## src/rtl/booth_pkg.sv

```systemverilog
// rtl/booth_pkg.sv - shared types and constants for the Booth multiplier scheduler
//
// Purpose: FSM state encoding, default operand width / timeout, product width helper.
// Ports:   none (package).
package booth_pkg;

    typedef enum logic [1:0] {
        IDLE  = 2'd0,
        ISSUE = 2'd1,
        WAIT  = 2'd2,
        RESP  = 2'd3
    } state_t;

    localparam int DEF_WIDTH   = 4;
    localparam int DEF_TIMEOUT = 16;

    function automatic int prod_width(input int width);
        return 2 * width;
    endfunction

endpackage

```

## src/rtl/rr_arbiter.sv

```systemverilog
// rtl/rr_arbiter.sv - combinational round-robin arbiter
//
// Purpose: picks the first asserted request searching upward from rr_ptr with
//          wrap-around. The pointer itself is owned by the caller.
// Ports:
//   req      - request vector, one bit per requester
//   rr_ptr   - index the search starts from
//   enable   - when low no grant is issued
//   grant    - one-hot grant (all zero when nothing is granted)
//   grant_id - encoded index of the granted requester (0 when no grant)
module rr_arbiter #(
    parameter int NUM_REQ = 4,
    parameter int ID_W    = $clog2(NUM_REQ)
) (
    input  logic [NUM_REQ-1:0] req,
    input  logic [ID_W-1:0]    rr_ptr,
    input  logic               enable,
    output logic [NUM_REQ-1:0] grant,
    output logic [ID_W-1:0]    grant_id
);

    int                 idx;
    logic [NUM_REQ-1:0] mask;
    logic               found;

    always_comb begin
        grant    = '0;
        grant_id = '0;
        found    = 1'b0;
        idx      = 0;
        mask     = '0;
        for (int k = 0; k < NUM_REQ; k++) begin
            // Wrap manually so non-power-of-two requester counts work too.
            idx = int'(rr_ptr) + k;
            if (idx >= NUM_REQ) begin
                idx = idx - NUM_REQ;
            end
            mask = NUM_REQ'(1) << idx;
            if (enable && !found && (|(req & mask))) begin
                found    = 1'b1;
                grant    = mask;
                grant_id = ID_W'(idx);
            end
        end
    end

endmodule

```

## src/rtl/booth_mult_sched.sv

```systemverilog
// rtl/booth_mult_sched.sv - shares one external Booth multiplier among NUM_REQ requesters
//
// Purpose: round-robin grants one request at a time, runs one start/done
//          transaction on the multiplier, returns the product tagged with the
//          requester id; a WAIT-state timeout answers with rsp_err if done never comes.
// Ports:
//   clk, rst                         - clock, synchronous active-high reset
//   req_valid / req_ready            - per-requester handshake (req_ready combinational)
//   req_multiplier/req_multiplicand  - packed signed operands, slice [i*WIDTH +: WIDTH]
//   rsp_valid/rsp_ready              - response handshake
//   rsp_id, rsp_result, rsp_err      - answered requester, product, timeout flag
//   mul_start, mul_multiplier,
//   mul_multiplicand                 - request side of the external multiplier
//   mul_done, mul_result             - completion side of the external multiplier
module booth_mult_sched
    import booth_pkg::*;
#(
    parameter int NUM_REQ = 4,
    parameter int WIDTH   = DEF_WIDTH,
    parameter int TIMEOUT = DEF_TIMEOUT,
    parameter int ID_W    = $clog2(NUM_REQ)
) (
    input  logic                     clk,
    input  logic                     rst,
    input  logic [NUM_REQ-1:0]       req_valid,
    output logic [NUM_REQ-1:0]       req_ready,
    input  logic [NUM_REQ*WIDTH-1:0] req_multiplier,
    input  logic [NUM_REQ*WIDTH-1:0] req_multiplicand,
    output logic                     rsp_valid,
    input  logic                     rsp_ready,
    output logic [ID_W-1:0]          rsp_id,
    output logic [2*WIDTH-1:0]       rsp_result,
    output logic                     rsp_err,
    output logic                     mul_start,
    output logic [WIDTH-1:0]         mul_multiplier,
    output logic [WIDTH-1:0]         mul_multiplicand,
    input  logic                     mul_done,
    input  logic [2*WIDTH-1:0]       mul_result
);

    localparam int PROD_W = prod_width(WIDTH);
    localparam int CNT_W  = $clog2(TIMEOUT) + 1;

    state_t              state_q, state_d;
    logic [ID_W-1:0]     rr_ptr_q, rr_ptr_d;
    logic [CNT_W-1:0]    tmo_cnt_q, tmo_cnt_d;

    logic                rsp_valid_d;
    logic [ID_W-1:0]     rsp_id_d;
    logic [PROD_W-1:0]   rsp_result_d;
    logic                rsp_err_d;
    logic                mul_start_d;
    logic [WIDTH-1:0]    mplr_d, mcnd_d;

    logic [NUM_REQ-1:0]  grant;
    logic [ID_W-1:0]     grant_id;
    logic                arb_en;
    logic                handshake;
    logic [WIDTH-1:0]    sel_mplr, sel_mcnd;

    // No grant while busy or while reset is being applied.
    assign arb_en = (state_q == IDLE) && !rst;

    rr_arbiter #(
        .NUM_REQ (NUM_REQ),
        .ID_W    (ID_W)
    ) u_arb (
        .req      (req_valid),
        .rr_ptr   (rr_ptr_q),
        .enable   (arb_en),
        .grant    (grant),
        .grant_id (grant_id)
    );

    // The grant only ever selects a valid requester, so a grant is a handshake.
    assign req_ready = grant;
    assign handshake = |grant;

    assign sel_mplr = WIDTH'(req_multiplier   >> (int'(grant_id) * WIDTH));
    assign sel_mcnd = WIDTH'(req_multiplicand >> (int'(grant_id) * WIDTH));

    always_comb begin
        state_d      = state_q;
        rr_ptr_d     = rr_ptr_q;
        tmo_cnt_d    = tmo_cnt_q;
        rsp_valid_d  = rsp_valid;
        rsp_id_d     = rsp_id;
        rsp_result_d = rsp_result;
        rsp_err_d    = rsp_err;
        mul_start_d  = 1'b0;
        mplr_d       = mul_multiplier;
        mcnd_d       = mul_multiplicand;

        case (state_q)
            IDLE: begin
                if (handshake) begin
                    mplr_d      = sel_mplr;
                    mcnd_d      = sel_mcnd;
                    rsp_id_d    = grant_id;
                    rr_ptr_d    = (grant_id == ID_W'(NUM_REQ - 1)) ? '0 : grant_id + 1'b1;
                    // Registered, so the pulse lands exactly on the ISSUE cycle.
                    mul_start_d = 1'b1;
                    state_d     = ISSUE;
                end
            end
            ISSUE: begin
                tmo_cnt_d = '0;
                state_d   = WAIT;
            end
            WAIT: begin
                tmo_cnt_d = tmo_cnt_q + 1'b1;
                // done is checked first so it wins over a same-cycle timeout.
                if (mul_done) begin
                    rsp_result_d = mul_result;
                    rsp_err_d    = 1'b0;
                    rsp_valid_d  = 1'b1;
                    state_d      = RESP;
                end else if (tmo_cnt_q == CNT_W'(TIMEOUT - 1)) begin
                    rsp_result_d = '0;
                    rsp_err_d    = 1'b1;
                    rsp_valid_d  = 1'b1;
                    state_d      = RESP;
                end
            end
            RESP: begin
                if (rsp_ready) begin
                    rsp_valid_d = 1'b0;
                    state_d     = IDLE;
                end
            end
            default: begin
                state_d = IDLE;
            end
        endcase
    end

    always_ff @(posedge clk) begin
        if (rst) begin
            state_q          <= IDLE;
            rr_ptr_q         <= '0;
            tmo_cnt_q        <= '0;
            rsp_valid        <= 1'b0;
            rsp_id           <= '0;
            rsp_result       <= '0;
            rsp_err          <= 1'b0;
            mul_start        <= 1'b0;
            mul_multiplier   <= '0;
            mul_multiplicand <= '0;
        end else begin
            state_q          <= state_d;
            rr_ptr_q         <= rr_ptr_d;
            tmo_cnt_q        <= tmo_cnt_d;
            rsp_valid        <= rsp_valid_d;
            rsp_id           <= rsp_id_d;
            rsp_result       <= rsp_result_d;
            rsp_err          <= rsp_err_d;
            mul_start        <= mul_start_d;
            mul_multiplier   <= mplr_d;
            mul_multiplicand <= mcnd_d;
        end
    end

endmodule
```

## config.mk

```make
export PLATFORM = sky130hd
export DESIGN_NAME = booth_mult_sched
export DESIGN_NICKNAME = d
export VERILOG_FILES = /design/src/rtl/booth_pkg.sv /design/src/rtl/rr_arbiter.sv /design/src/rtl/booth_mult_sched.sv
export SDC_FILE = /design/constraint.sdc
export NUM_CORES = 1
export LEC_CHECK = 0
export BUFFER_PORTS_ARGS = -buffer_cell sky130_fd_sc_hd__clkbuf_2
export CORE_MARGIN = 1
export CORE_UTILIZATION = 45
export CTS_CLUSTER_SIZE = 24
export DETAILED_ROUTE_END_ITERATION = 8
export GPL_TIMING_DRIVEN = 0
export PLACE_DENSITY = 0.74
export SLEW_MARGIN = 0
export SYNTH_ARGS = -nofsm -noshare
export SYNTH_HDL_FRONTEND = slang
export SYNTH_SLANG_ARGS = --single-unit
```

## constraint.sdc

```tcl
create_clock -name clk -period 2.89 [get_ports clk]
set_clock_uncertainty 0.15 [all_clocks]
set_input_delay 0.1445 -clock clk [delete_from_list [all_inputs] [get_ports clk]]
set_output_delay 0.1445 -clock clk [all_outputs]
set_load 0.02 [all_outputs]
```

After elaboration in Yosys (flattened, before gate mapping)

Cells that the tools add are included.
Widths: inputs -> output; s select.

Eq/ne operators: 8
Shift operators: 6
Bitwise operators: 5
Reduce and logical (&&, ||, !) cells: 26
Mux-type cells: 30
$add $sub $neg: 9
Magnitude comparators: 4

Operators with widths:

| cell                  | count |
|---|---|
| $mux 32               | 4 |
| $shl 1x32->4 const A  | 4 |
| $ge 32x4->1 const B   | 3 |
| $sub 32x4->32 const B | 3 |
| $shr 16x4->4          | 2 |
| $reduce_or 4->1       | 5 |
| $mux 2                | 9 |
| $and 4x4->4           | 4 |
| $mux 4                | 4 |
| $mux 8                | 2 |
| $pmux 5 s2            | 1 |
| $logic_and 1x1->1     | 8 |
| $mux 1                | 8 |
| $pmux 2 s4            | 1 |
| $add 2x2->3 const B   | 2 |
| $eq 2x2->1 const B    | 3 |
| $reduce_and 3->1      | 2 |
| $reduce_bool 2->1     | 3 |
| $add 5x1->5 const B   | 1 |
| $eq 5x4->1 const B    | 1 |
| $logic_not 1->1       | 4 |
| $ne 2x2->1 const B    | 2 |
| $reduce_and 2->1      | 2 |
| $sub 2x3->4 const B   | 1 |
| 9 further kinds       | 9 |

Bits of input ports: 48
Word-level logic and storage cells: 98
Output and inout port bits: 25
Register bits after elaboration: 30

Depth between registers and ports, before layout

Gate-level depths: netlist (run 1).

Depth in word-level cells: 22
Gate-level depth with buffers: 11
Depth with buffers taken out: 10

Modules after synthesis

A second synthesis (run 1) with hierarchy kept.

Cells, all modules: 202
Area, all modules: 1935.6 um^2

By module, submodules not included:

| module           | cells each | times used | area an instance (um^2) | seq. area each (um^2) |
|---|---|---|---|---|
| booth_mult_sched | 152        | 1          | 1486.4                  | 600.6 |
| rr_arbiter       | 50         | 1          | 449.2                   | 0.0 |

Least setup slack after synthesis (run 1)

OpenSTA, ideal clock, no wires.

Path type: reg2reg
Start: register rr_ptr_q[0]
End: register mul_multiplicand[1]
Setup time: 0.122 ns
Stages on the path, launching flop included: 12
Clock period less this slack: 2.840 ns
Arrival time: 2.568 ns
Setup slack: 0.050 ns
Data required time: 2.618 ns
Path buffers: 1
Cells stage by stage: dfxtp_1 -> inv_1 -> ha_1 -> a22o_2 -> nor2_4 -> a21o_1 -> a2bb2oi_1 -> o21a_1 -> buf_6 -> inv_2 -> o31a_1 -> a221o_1

Longest elaborated chain between the ends: 21
Elaborated cells on any way between the ends: 51
Those cells by class: 7 x add/sub; 4 x order compare; 5 x shift; 15 x mux; 4 x bitwise; 16 x reduce/logical

Ends and longest elaborated chain:

| element                                                                | line                    | text |
|---|---|---|
| start: declaration                                                     | booth_mult_sched.sv:45  | `logic [ID_W-1:0] rr_ptr_q, rr_ptr_d;` |
| start signal: assignment                                               | booth_mult_sched.sv:151 | `rr_ptr_q <= rr_ptr_d;` |
| parallel branches: the longest is 18 deep, another holds $sub 32x4->32 | n/a                     |  |
| $mux 4 *                                                               | rr_arbiter.sv:39        | `if (enable && !found && (\|(req & mask))) begin` |
| named net req_ready[2]                                                 | booth_mult_sched.sv:26  | `output logic [NUM_REQ-1:0] req_ready,` |
| $reduce_or 4->1 *                                                      | booth_mult_sched.sv:77  | `assign handshake = \|grant;` |
| $reduce_and 2->1 (no source line) *                                    | n/a                     |  |
| end signal: assignment                                                 | booth_mult_sched.sv:159 | `mul_multiplicand <= mcnd_d;` |
| end: declaration                                                       | booth_mult_sched.sv:36  | `output logic [WIDTH-1:0] mul_multiplicand,` |

Mark *: on every way through the listed nets, which the timed path passes.
A chain may end at the register's enable or synchronous reset.

Worst setup path after layout (run 1)

Start: register rr_ptr_q[1]
End: register mul_multiplier[0]

Longest elaborated chain between the ends: 21
Elaborated cells on any way between the ends: 51
Those cells by class: 7 x add/sub; 4 x order compare; 5 x shift; 15 x mux; 4 x bitwise; 16 x reduce/logical

Ends and longest elaborated chain:

| element                                                                | line                    | text |
|---|---|---|
| parallel branches: the longest is 21 deep, another holds $sub 32x4->32 | n/a                     |  |
| end signal: assignment                                                 | booth_mult_sched.sv:158 | `mul_multiplier <= mplr_d;` |
| end: declaration                                                       | booth_mult_sched.sv:35  | `output logic [WIDTH-1:0] mul_multiplier,` |

Parallel ways; which one is timed is not known.

==> out/qor.yml, run 1 <==
setup_path:
  worstSetupEndpointType: "register"
  worstSetupStartpoint: "rr_ptr_q[1]$_SDFFE_PP0P_"
  cp-start-kind: "register"
  crit_fanout: 6
  reg2reg_from: "rr_ptr_q[1]$_SDFFE_PP0P_"
  crit_type: "reg2reg"
  regToRegSetupSlack_ps: 10
  critPathArrivalTime_ps: 2900
  critPathRequiredTime_ps: 2910
yosys:
  synthTopCellsByCount: "nand2_1, dfxtp_1, nor2_1, a21oi_1, ha_1"
  avgSynthCellArea_um2: 8.06
  synth_top_area_cell: "dfxtp_1"
  synth.distinct_cells: 54
  syn-num-nets: 320
  synth-edff-count: 0
  yosysTopAreaCellShare_pct: 28.9
  ys_seq_elements: 30
  netlist_instances: 258
  yosysWarnings: 0
  synth_area_leaders: "dfxtp_1, ha_1, nand2_1"
  synth-main-ff-cell: "dfxtp_1"
  synth_most_common_cell: "nand2_1"
  synth_area_um2: 2080
  yosysSeqAreaShare_pct: 28.9
  ys_async_sr_fraction_pct: 0
route:
  ant_nets: 0
  vias: 2372
  first_pass_iters: 4
  drc: 0
  viasPerCell: 5.62
  drt_wl_total_mm: 6.39
  drtIter0Drc: 123
  routedWlPerCell_um: 15.1
global_routing:
  grt-ovfl-total: 0
  antenna_found_initial: 0
  grt_pass1_vias: 2156
  grt_first_pass_wirelength_mm: 9.88
  grt.total_usage_pct: 24.9
  grt_max_degree: 11
final_layout:
  drive_gt1_share_pct: 41.9
  diodes: 0
  fin_nets: 432
  synthToLayoutAreaGrowth_pct: 50.6
sta:
  min_period_over_period_pct: 99.5
  fmax_ghz: 0.348
  finalHoldViolCount: 0
  maxSlewHeadroom_pct: 55.1
  finalHoldWorstSlack_ps: 29.3
  min_period_ps: 2880
  drv_slew: 0
  worst_slew_pin_slew_ps: 666
  rsz0062_at_grt: "yes"
  setup_viol_count_final: 0
  fin_ws_ps: 14.9
clocking:
  cts_tree: "done"
  path_clk_slew_ps: 60
  cts_max_level: 2
  clock_sinks: 30
  root_buffer: "clkbuf_8"
  clockBufferDepth: 2
  numCtsBuffers: 5
  clk_latency_ps: 280
placement:
  place_ws_ps: -420
  dp_hpwl_mm: 3.97
  io_buffers: 72
  gp_congestion: 0.812
pwr:
  p_sw_mw: 1.42
  p_clk_share_pct: 13.5
  p_seq_share_pct: 18.8
  power_switching_share_pct: 44.5
  fin_total_pwr_mw: 3.20
  ir_drop_mv: 0.675
  leakage_nw: 1.38
  pwr-share-comb_pct: 67.7
  p_per_area_nw_per_um2: 1020
  p_int_mw: 1.78
floorplanning:
  dieArea_um2: 4890
  core-area_um2: 4380
  start_util_pct: 47.4
  die_h_um: 70.0
  ios: 73
  num_rows: 24
  die_w_um: 70.0
hold_path:
  min-delay-start: "req_multiplier[3]"
  min_path_type: "in2reg"
flow_run:
  maxCapViolCount: 0
outcome:
  outcome: "finished clean"
## per-layer routing
| metal | vias to the layer above | wire length, µm | global-route usage (%) |
|---|---|---|---|
| met1 | 1104 | 2770 | 30.7 |
| met2 | 87 | 3160 | 42.2 |
| li1 | 1171 | - | - |
| met4 | 0 | 88 | 8.44 |
| met5 | - | 0 | 0 |
| met3 | 10 | 376 | 6.20 |
## sequential cells by signal, indices dropped and copies added (netlist names)
name	count
rsp_valid	1
mul_multiplicand	4
rsp_id	2
rr_ptr_q	2
mul_start	1
state_q	2
rsp_result	8
rsp_err	1
tmo_cnt_q	5
mul_multiplier	4
## final timing paths
check | cells past startpoint | end
worst min-delay path | 4 | mul_multiplier[3]$_SDFFE_PP0P_
worst min register to register | 2 | rsp_id[0]$_SDFFE_PP0P_
worst max register to register | 11 | mul_multiplier[0]$_SDFFE_PP0P_
worst max-delay path | 11 | mul_multiplier[0]$_SDFFE_PP0P_
## area by class of cell
type / count / area (µm²)
multi-input combinational: 204 / 1560
sequential: 30 / 608
inverter: 10 / 55.1
buffer: 11 / 68.8
clock buffer: 6 / 82.6
timing repair buffer: 108 / 659
clock inverter: 1 / 30.0
fill: 325 / 1250
tap: 52 / 65.1
## cell families (layout without fill, tap and decap cells)
family,Yosys count,after routing,share of synthesized area (%)
xor+xnor,1,1,0.422
flops,30,30,28.9
fa+ha+maj,14,14,8.43
mux,1,1,0.722
compound gates,84,84,29.7
buf+inv,24,136,5.42
simple gates,104,104,26.4
## cells in the final DEF, fill, tap and decap left out, types with 3 or more instances in the layout
| cell | n |
|---|---|
| clkbuf_2 | 71 |
| nand2_1 | 32 |
| buf_4 | 30 |
| dfxtp_1 | 28 |
| nor2_1 | 18 |
| a21oi_1 | 16 |
| a22oi_1 | 11 |
| nand4_1 | 9 |
| ha_1 | 9 |
| a21boi_0 | 8 |
| nor2b_1 | 8 |
| dlygate4sd3_1 | 8 |
| a211oi_2 | 7 |
| inv_1 | 6 |
| and2_1 | 6 |
| o31ai_1 | 6 |
| clkbuf_8 | 6 |
| clkbuf_1 | 5 |
| nor3_1 | 5 |
| buf_6 | 4 |
| o21ai_0 | 4 |
| a221o_1 | 4 |
| a22oi_2 | 4 |
| nand3_1 | 3 |
| nand2b_1 | 3 |
| a211oi_1 | 3 |
| ha_4 | 3 |
## power by group through the flow
stage / registers [mW] / clock network (mW) / logic [mW]
after detailed placement: 0.599 / 0 / 1.58
after CTS: 0.600 / 0.437 / 1.80
after global placement: 0.600 / 0 / 1.55
after floorplan: 0.676 / 0 / 1.10
final: 0.600 / 0.432 / 2.17
after global routing: 0.610 / 0.456 / 2.33
## metrics by stage
stage / area (µm²) / utilization [%] / setup TNS, ps / std cells
2_1_floorplan: 2080 / - / 0 / 258
3_3_place_gp: 2500 / 57.1 / -3650 / 382
3_5_place_dp: 2500 / 57.1 / -4100 / 382
4_1_cts: 2870 / 65.5 / 0 / 404
5_1_grt: 3130 / 71.4 / -526 / 422
6_report: 3130 / 71.4 / 0 / 422
## timing repair
action	4_1_cts	5_1_grt
buffers inserted	7	21
resized for setup	23	35
setup endpoints to repair	16	14
pin swaps	8	15
hold endpoints to repair	8	0
hold buffers	8	0
## worst max-delay path, stage by stage (launching register included)
cell and delay, ps:
dfxtp_4 390, clkinvlp_4 170, ha_4 230, a22o_4 300, nor2_4 150, a21o_1 160
a2bb2oi_1 190, o21a_1 180, buf_6 130, inv_6 40, o31a_1 340, a221o_1 330
No activity file was read; power rests on OpenSTA's default activity.
==> inputs of run 2 (changes only) <==
- HOLD_SLACK_MARGIN: not set -> 0.05
==> out/qor.yml, run 2 (synthesis gave the netlist of run 1 again) <==
outcome:
  outcome: "finished clean"  # unchanged
global_routing:
  grt_max_degree: 11  # unchanged
  grt_first_pass_wirelength_mm: 10.1  # was 9.88 mm
  grt_pass1_vias: 2244  # was 2,156
  grt.total_usage_pct: 25.5  # was 24.9%
  antenna_found_initial: 0  # unchanged
  grt-ovfl-total: 0  # unchanged
sta:
  min_period_ps: 2890  # was 2880 ps
  rsz0062_at_grt: "yes"  # unchanged
  worst_slew_pin_slew_ps: 667  # was 666 ps
  finalHoldViolCount: 0  # unchanged
  setup_viol_count_final: 0  # unchanged
  fmax_ghz: 0.346  # was 0.348 GHz
  drv_slew: 0  # unchanged
  maxSlewHeadroom_pct: 55.0  # was 55.1%
  min_period_over_period_pct: 99.9  # was 99.5%
route:
  vias: 2469  # was 2,372
  first_pass_iters: 7  # was 4
  ant_nets: 0  # unchanged
  routedWlPerCell_um: 15.5  # was 15.1 µm
  drt_wl_total_mm: 6.69  # was 6.39 mm
  drtIter0Drc: 139  # was 123
  drc: 0  # unchanged
  viasPerCell: 5.73  # was 5.62
placement:
  dp_hpwl_mm: 3.97  # unchanged
  dp.cells: 382  # unchanged
  post_dp_cell_area_um2: 2500  # unchanged
  gp_congestion: 0.812  # unchanged
  io_buffers: 72  # unchanged
final_layout:
  instances_no_fill: 431  # was 422
  fillers: 316  # was 325
  largestRegisters: "rsp_result (8), tmo_cnt_q (5)"  # unchanged
  layout.cells.most_common: "clkbuf_2"  # unchanged
  drive_gt1_share_pct: 40.9  # was 41.9%
  final_cell_mix: "clkbuf_2, nand2_1, buf_4"  # unchanged
  fin_nets: 441  # was 432
  largest_reg_flops: 8  # unchanged
  largest-register: "rsp_result"  # unchanged
  final_area_um2: 3220  # was 3130 µm²
  synthToLayoutAreaGrowth_pct: 55.0  # was 50.6%
  diodes: 0  # unchanged
hold_path:
  min_path_type: "in2reg"  # unchanged
  worstHoldEndpoint: "mul_multiplicand[1]$_SDFFE_PP0P_"  # was mul_multiplier[3]$_SDFFE_PP0P_
  min_path_cells: 4  # unchanged
  min-delay-start: "req_multiplicand[1]"  # was req_multiplier[3]
clocking:
  clk_latency_ps: 280  # about the same
  path_clk_slew_ps: 70  # was 60 ps
  root_buffer: "clkbuf_8"  # unchanged
  cts_max_level: 2  # unchanged
  cts_tree: "done"  # unchanged
  numCtsBuffers: 5  # unchanged
  clock_sinks: 30  # unchanged
  clockBufferDepth: 2  # unchanged
flow_run:
  maxCapViolCount: 0  # unchanged
setup_path:
  critPathRequiredTime_ps: 2910  # about the same
  crit_type: "reg2reg"  # unchanged
  reg2reg_from: "rr_ptr_q[1]$_SDFFE_PP0P_"  # unchanged
  cp-start-kind: "register"  # unchanged
  timing.rr.end: "mul_multiplier[0]$_SDFFE_PP0P_"  # unchanged
  r2r_cells: 11  # unchanged
  critPathArrivalTime_ps: 2910  # was 2900 ps
  crit_fanout: 6  # unchanged
  regToRegSetupSlack_ps: 3  # was 10 ps
  worstSetupEndpointType: "register"  # unchanged
pwr:
  p_per_area_nw_per_um2: 1000  # was 1020 nW/µm²
  power_switching_share_pct: 44.6  # was 44.5%
  leakage_nw: 1.42  # was 1.38 nW
  ir_drop_mv: 0.653  # was 0.675 mV
  pwr-share-comb_pct: 67.9  # was 67.7%
  p_seq_share_pct: 18.6  # was 18.8%
  p_clk_share_pct: 13.5  # about the same
  p_sw_mw: 1.44  # was 1.42 mW
  p_int_mw: 1.78  # about the same
floorplanning:
  dieArea_um2: 4890  # unchanged
  core-area_um2: 4380  # unchanged
  start_util_pct: 47.4  # unchanged
  die_h_um: 70.0  # unchanged
  ios: 73  # unchanged
  die_w_um: 70.0  # unchanged
  num_rows: 24  # unchanged
run 2: changes by cell type in the layout (fill, tap and decap cells not counted), sizes merged:
cell / before / now
dlygate4sd3: 8 / 17
run 2: critical path, stage by stage, from the launching register on:
cell and delay [ps]:
dfxtp_4 390, clkinvlp_4 170, ha_4 230, a22o_4 300, nor2_4 150, a21o_1 160
a2bb2oi_1 200, o21a_1 180, buf_6 130, inv_6 40, o31a_1 340, a221o_1 330
run 2: cell type report:
| type | count | area, µm² | share of cell area, % |
|---|---|---|---|
| inverter | 10 | 55.1 | 1.71 |
| sequential | 30 | 608 | 18.9 |
| buffer | 11 | 68.8 | 2.14 |
| tap | 52 | 65.1 | 2.02 |
| timing repair buffer | 117 | 749 | 23.3 |
| multi-input combinational | 204 | 1560 | 48.5 |
| clock buffer | 6 | 82.6 | 2.56 |
| clock inverter | 1 | 30.0 | 0.932 |
run 2: metrics by stage:
stage	hold WS [ps]	TNS [ps]	utilization [%]	power, mW	setup WS (ps)
after floorplan	143	0	-	1.78	49.8
after global placement	231	-3650	57.1	2.15	-376
after detailed placement	242	-4100	57.1	2.18	-420
after CTS	51.0	0	67.5	2.84	3.64
after global routing	64.9	-516	73.5	3.41	-77.5
final	64.1	0	73.5	3.22	3.46
run 2: layer usage:
metal,vias up,global-route usage [%],wire (µm)
met4,0,9.33,114
met2,101,43.6,3410
li1,1194,-,-
met1,1158,30.7,2780
met5,-,0,0
met3,16,6.49,383
run 2: worst max-delay path by stage:
stage	from	endpoint	slack [ps]	cells past startpoint
floorplan	rr_ptr_q[0]$_SDFFE_PP0P_	mul_multiplicand[1]$_SDFFE_PP0P_	50	11
global placement	rr_ptr_q[0]$_SDFFE_PP0P_	state_q[1]$_SDFFE_PP0P_	-380	9
detailed placement	rr_ptr_q[0]$_SDFFE_PP0P_	state_q[1]$_SDFFE_PP0P_	-420	9
CTS	rr_ptr_q[0]$_SDFFE_PP0P_	mul_multiplicand[1]$_SDFFE_PP0P_	4	11
global route	rr_ptr_q[1]$_SDFFE_PP0P_	mul_multiplicand[3]$_SDFFE_PP0P_	-80	11
finish	rr_ptr_q[1]$_SDFFE_PP0P_	mul_multiplier[0]$_SDFFE_PP0P_	3	11
run 2: what timing repair did:
| action | in CTS | in global routing |
|---|---|---|
| hold endpoints to repair | 15 | 0 |
| setup buffers | 7 | 21 |
| pin swaps | 8 | 15 |
| setup endpoints to repair | 16 | 14 |
| resized for setup | 23 | 35 |
| hold buffers | 17 | 0 |
run 2: power by group through the flow:
stage          logic (mW)  registers, mW  clock network (mW)
3_5_place_dp         1.58          0.599                   0
6_report             2.19          0.600               0.434
5_1_grt              2.34          0.611               0.458
3_3_place_gp         1.55          0.600                   0
2_1_floorplan        1.10          0.676                   0
4_1_cts              1.81          0.600               0.437
==> inputs of run 3 (changes only) <==
- SETUP_SLACK_MARGIN: not set -> 0.5
==> out/qor.yml, run 3 (synthesis gave the netlist of run 1 again) <==
outcome:
  outcome: "finished clean"  # unchanged
clocking:
  numCtsBuffers: 5  # unchanged
  cts_max_level: 2  # unchanged
  clk_latency_ps: 270  # was 280 ps
  root_buffer: "clkbuf_8"  # unchanged
  cts_tree: "done"  # unchanged
  path_clk_slew_ps: 70  # about the same
  clockBufferDepth: 2  # unchanged
  clock_sinks: 30  # unchanged
final_layout:
  synthToLayoutAreaGrowth_pct: 56.9  # was 55.0%
  drive_gt1_share_pct: 42.0  # was 40.9%
  largest-register: "rsp_result"  # unchanged
  register_area_um2: 608  # unchanged
  final_area_um2: 3260  # was 3220 µm²
  largest_reg_flops: 8  # unchanged
  largestRegisters: "rsp_result (8), tmo_cnt_q (5)"  # unchanged
  layout.cells.most_common: "clkbuf_2"  # unchanged
  multiInputGateArea_um2: 1560  # about the same
  fin_nets: 440  # was 441
  instances_no_fill: 431  # unchanged
  final_util_pct: 74.4  # was 73.5%
  diodes: 0  # unchanged
  final_cell_mix: "clkbuf_2, nand2_1, dfxtp_1"  # was clkbuf_2, nand2_1, buf_4
  fillers: 320  # was 316
sta:
  worst_slew_pin_slew_ps: 703  # was 667 ps
  fin_tns_setup_ps: 0  # unchanged
  maxSlewHeadroom_pct: 52.6  # was 55.0%
  finalHoldViolCount: 0  # unchanged
  fin_ws_ps: 63.5  # was 3.46 ps
  rsz0062_at_grt: "yes"  # unchanged
  setup_viol_count_final: 0  # unchanged
  min_period_over_period_pct: 97.8  # was 99.9%
  finalHoldWorstSlack_ps: 59.5  # was 64.1 ps
  fmax_ghz: 0.354  # was 0.346 GHz
  min_period_ps: 2830  # was 2890 ps
  drv_slew: 0  # unchanged
placement:
  dp.cells: 382  # unchanged
  place_ws_ps: -89.7  # was -420 ps
  gp_congestion: 0.868  # was 0.812
  io_buffers: 72  # unchanged
  post_dp_cell_area_um2: 2630  # was 2500 µm²
  dp_hpwl_mm: 4.02  # was 3.97 mm
floorplanning:
  die_h_um: 70.0  # unchanged
  ios: 73  # unchanged
  start_util_pct: 47.4  # unchanged
  dieArea_um2: 4890  # unchanged
  num_rows: 24  # unchanged
  die_w_um: 70.0  # unchanged
  core-area_um2: 4380  # unchanged
global_routing:
  met3_usage_pct: 4.91  # was 6.49%
  antenna_found_initial: 0  # unchanged
  busiest_layer: "met2"  # unchanged
  use_met1_pct: 32.9  # was 30.7%
  grt_first_pass_wirelength_mm: 10.3  # was 10.1 mm
  grtUsageMet2_pct: 44.3  # was 43.6%
  grt.total_usage_pct: 25.8  # was 25.5%
  grt_pass1_vias: 2236  # was 2,244
  grt_max_degree: 11  # unchanged
  grt-ovfl-total: 0  # unchanged
setup_path:
  critPathMaxStageDelay_ps: 390  # about the same
  crit_fanout: 6  # unchanged
  worstSetupEndpointType: "register"  # unchanged
  r2r_cells: 11  # unchanged
  worstPathCellList: "inv_4, ha_2, a22o_1, o211ai_1, nor4_4, buf_4, buf_6, nand2_2, nand4_4, o31a_1, a221o_1"  # was clkinvlp_4, ha_4, a22o_4, nor2_4, a21o_1, a2bb2oi_1, o21a_1, buf_6, inv_6, o31a_1, a221o_1
  reg2reg_from: "rr_ptr_q[1]$_SDFFE_PP0P_"  # unchanged
  critPathRequiredTime_ps: 2900  # was 2910 ps
  path_delay_family: "compound AO/OA/AOI/OAI gates"  # unchanged
  crit_slowest_cell: "dfxtp_4"  # unchanged
  timing.rr.end: "mul_multiplicand[3]$_SDFFE_PP0P_"  # was mul_multiplier[0]$_SDFFE_PP0P_
  regToRegSetupSlack_ps: 60  # was 3 ps
  crit_buf_inv: 3  # unchanged
  critPathArrivalTime_ps: 2840  # was 2910 ps
  crit_type: "reg2reg"  # unchanged
  cp-start-kind: "register"  # unchanged
route:
  drc: 0  # unchanged
  routedWlPerCell_um: 15.8  # was 15.5 µm
  viasPerCell: 5.66  # was 5.73
  drt_wl_total_mm: 6.81  # was 6.69 mm
  vias: 2438  # was 2,469
  ant_nets: 0  # unchanged
  drtIter0Drc: 136  # was 139
  first_pass_iters: 4  # was 7
hold_path:
  min_path_type: "in2reg"  # unchanged
  min_path_cells: 4  # unchanged
  min-delay-start: "req_multiplicand[5]"  # was req_multiplicand[1]
  worstHoldEndpoint: "mul_multiplicand[1]$_SDFFE_PP0P_"  # unchanged
pwr:
  p_per_area_nw_per_um2: 1040  # was 1000 nW/µm²
  ir_drop_mv: 0.629  # was 0.653 mV
  leakage_nw: 1.46  # was 1.42 nW
  fin_total_pwr_mw: 3.38  # was 3.22 mW
flow_run:
  maxCapViolCount: 0  # unchanged
## run 3: cell types whose count changed in the layout (fill, tap and decap cells not counted), sizes merged, moves of 2 or more
cell	delta
buf	-2
clkbuf	+3
clkinvlp	-2
inv	+3
dlygate4sd3	-2
## run 3: repair_timing
item                                    CTS  global route
pin swaps                                20             3
hold buffers                             15             0
cloned                                    0             1
hold endpoints to repair                 13             0
buffers inserted                         18             7
gates resized for setup                  35             8
endpoints found under the setup margin   19            19
## run 3: worst max-delay path by stage
stage	start	to	cells after the start
after floorplan	rr_ptr_q[1]$_SDFFE_PP0P_	mul_multiplicand[1]$_SDFFE_PP0P_	10
after global placement	rr_ptr_q[0]$_SDFFE_PP0P_	mul_multiplier[1]$_SDFFE_PP0P_	11
after detailed placement	rr_ptr_q[0]$_SDFFE_PP0P_	mul_multiplier[1]$_SDFFE_PP0P_	11
after CTS	rr_ptr_q[0]$_SDFFE_PP0P_	mul_multiplier[3]$_SDFFE_PP0P_	9
after global routing	rr_ptr_q[0]$_SDFFE_PP0P_	mul_multiplicand[3]$_SDFFE_PP0P_	13
final	rr_ptr_q[1]$_SDFFE_PP0P_	mul_multiplicand[3]$_SDFFE_PP0P_	11
## run 3: final cells by class
| type | count | area share [%] |
|---|---|---|
| inverters | 10 | 1.69 |
| flip-flops and latches | 30 | 18.6 |
| repair buffers | 113 | 23.8 |
| well taps | 52 | 2.00 |
| clock inverters | 2 | 0.345 |
| clock buffers | 6 | 2.53 |
| plain buffers | 14 | 3.07 |
| multi-input cells | 204 | 48.0 |
## run 3: routing by layer
layer	up-vias	wire (µm)
met3	14	352
met1	1135	2880
met5	-	0
met4	0	131
li1	1189	-
met2	100	3450
## run 3: where the power goes
group | switching [mW] | internal, mW
Clock | 0.158 | 0.192
Sequential | 0.0724 | 0.532
Combinational | 1.25 | 1.17
Total | 1.48 | 1.90
## run 3: worst min-delay path: cells and delay by family
kind | cells | cell delay, ps
AO/OA/AOI/OAI | 1 | 130
buffers and inverters | 1 | 80
AND/OR/NAND/NOR | 2 | 100
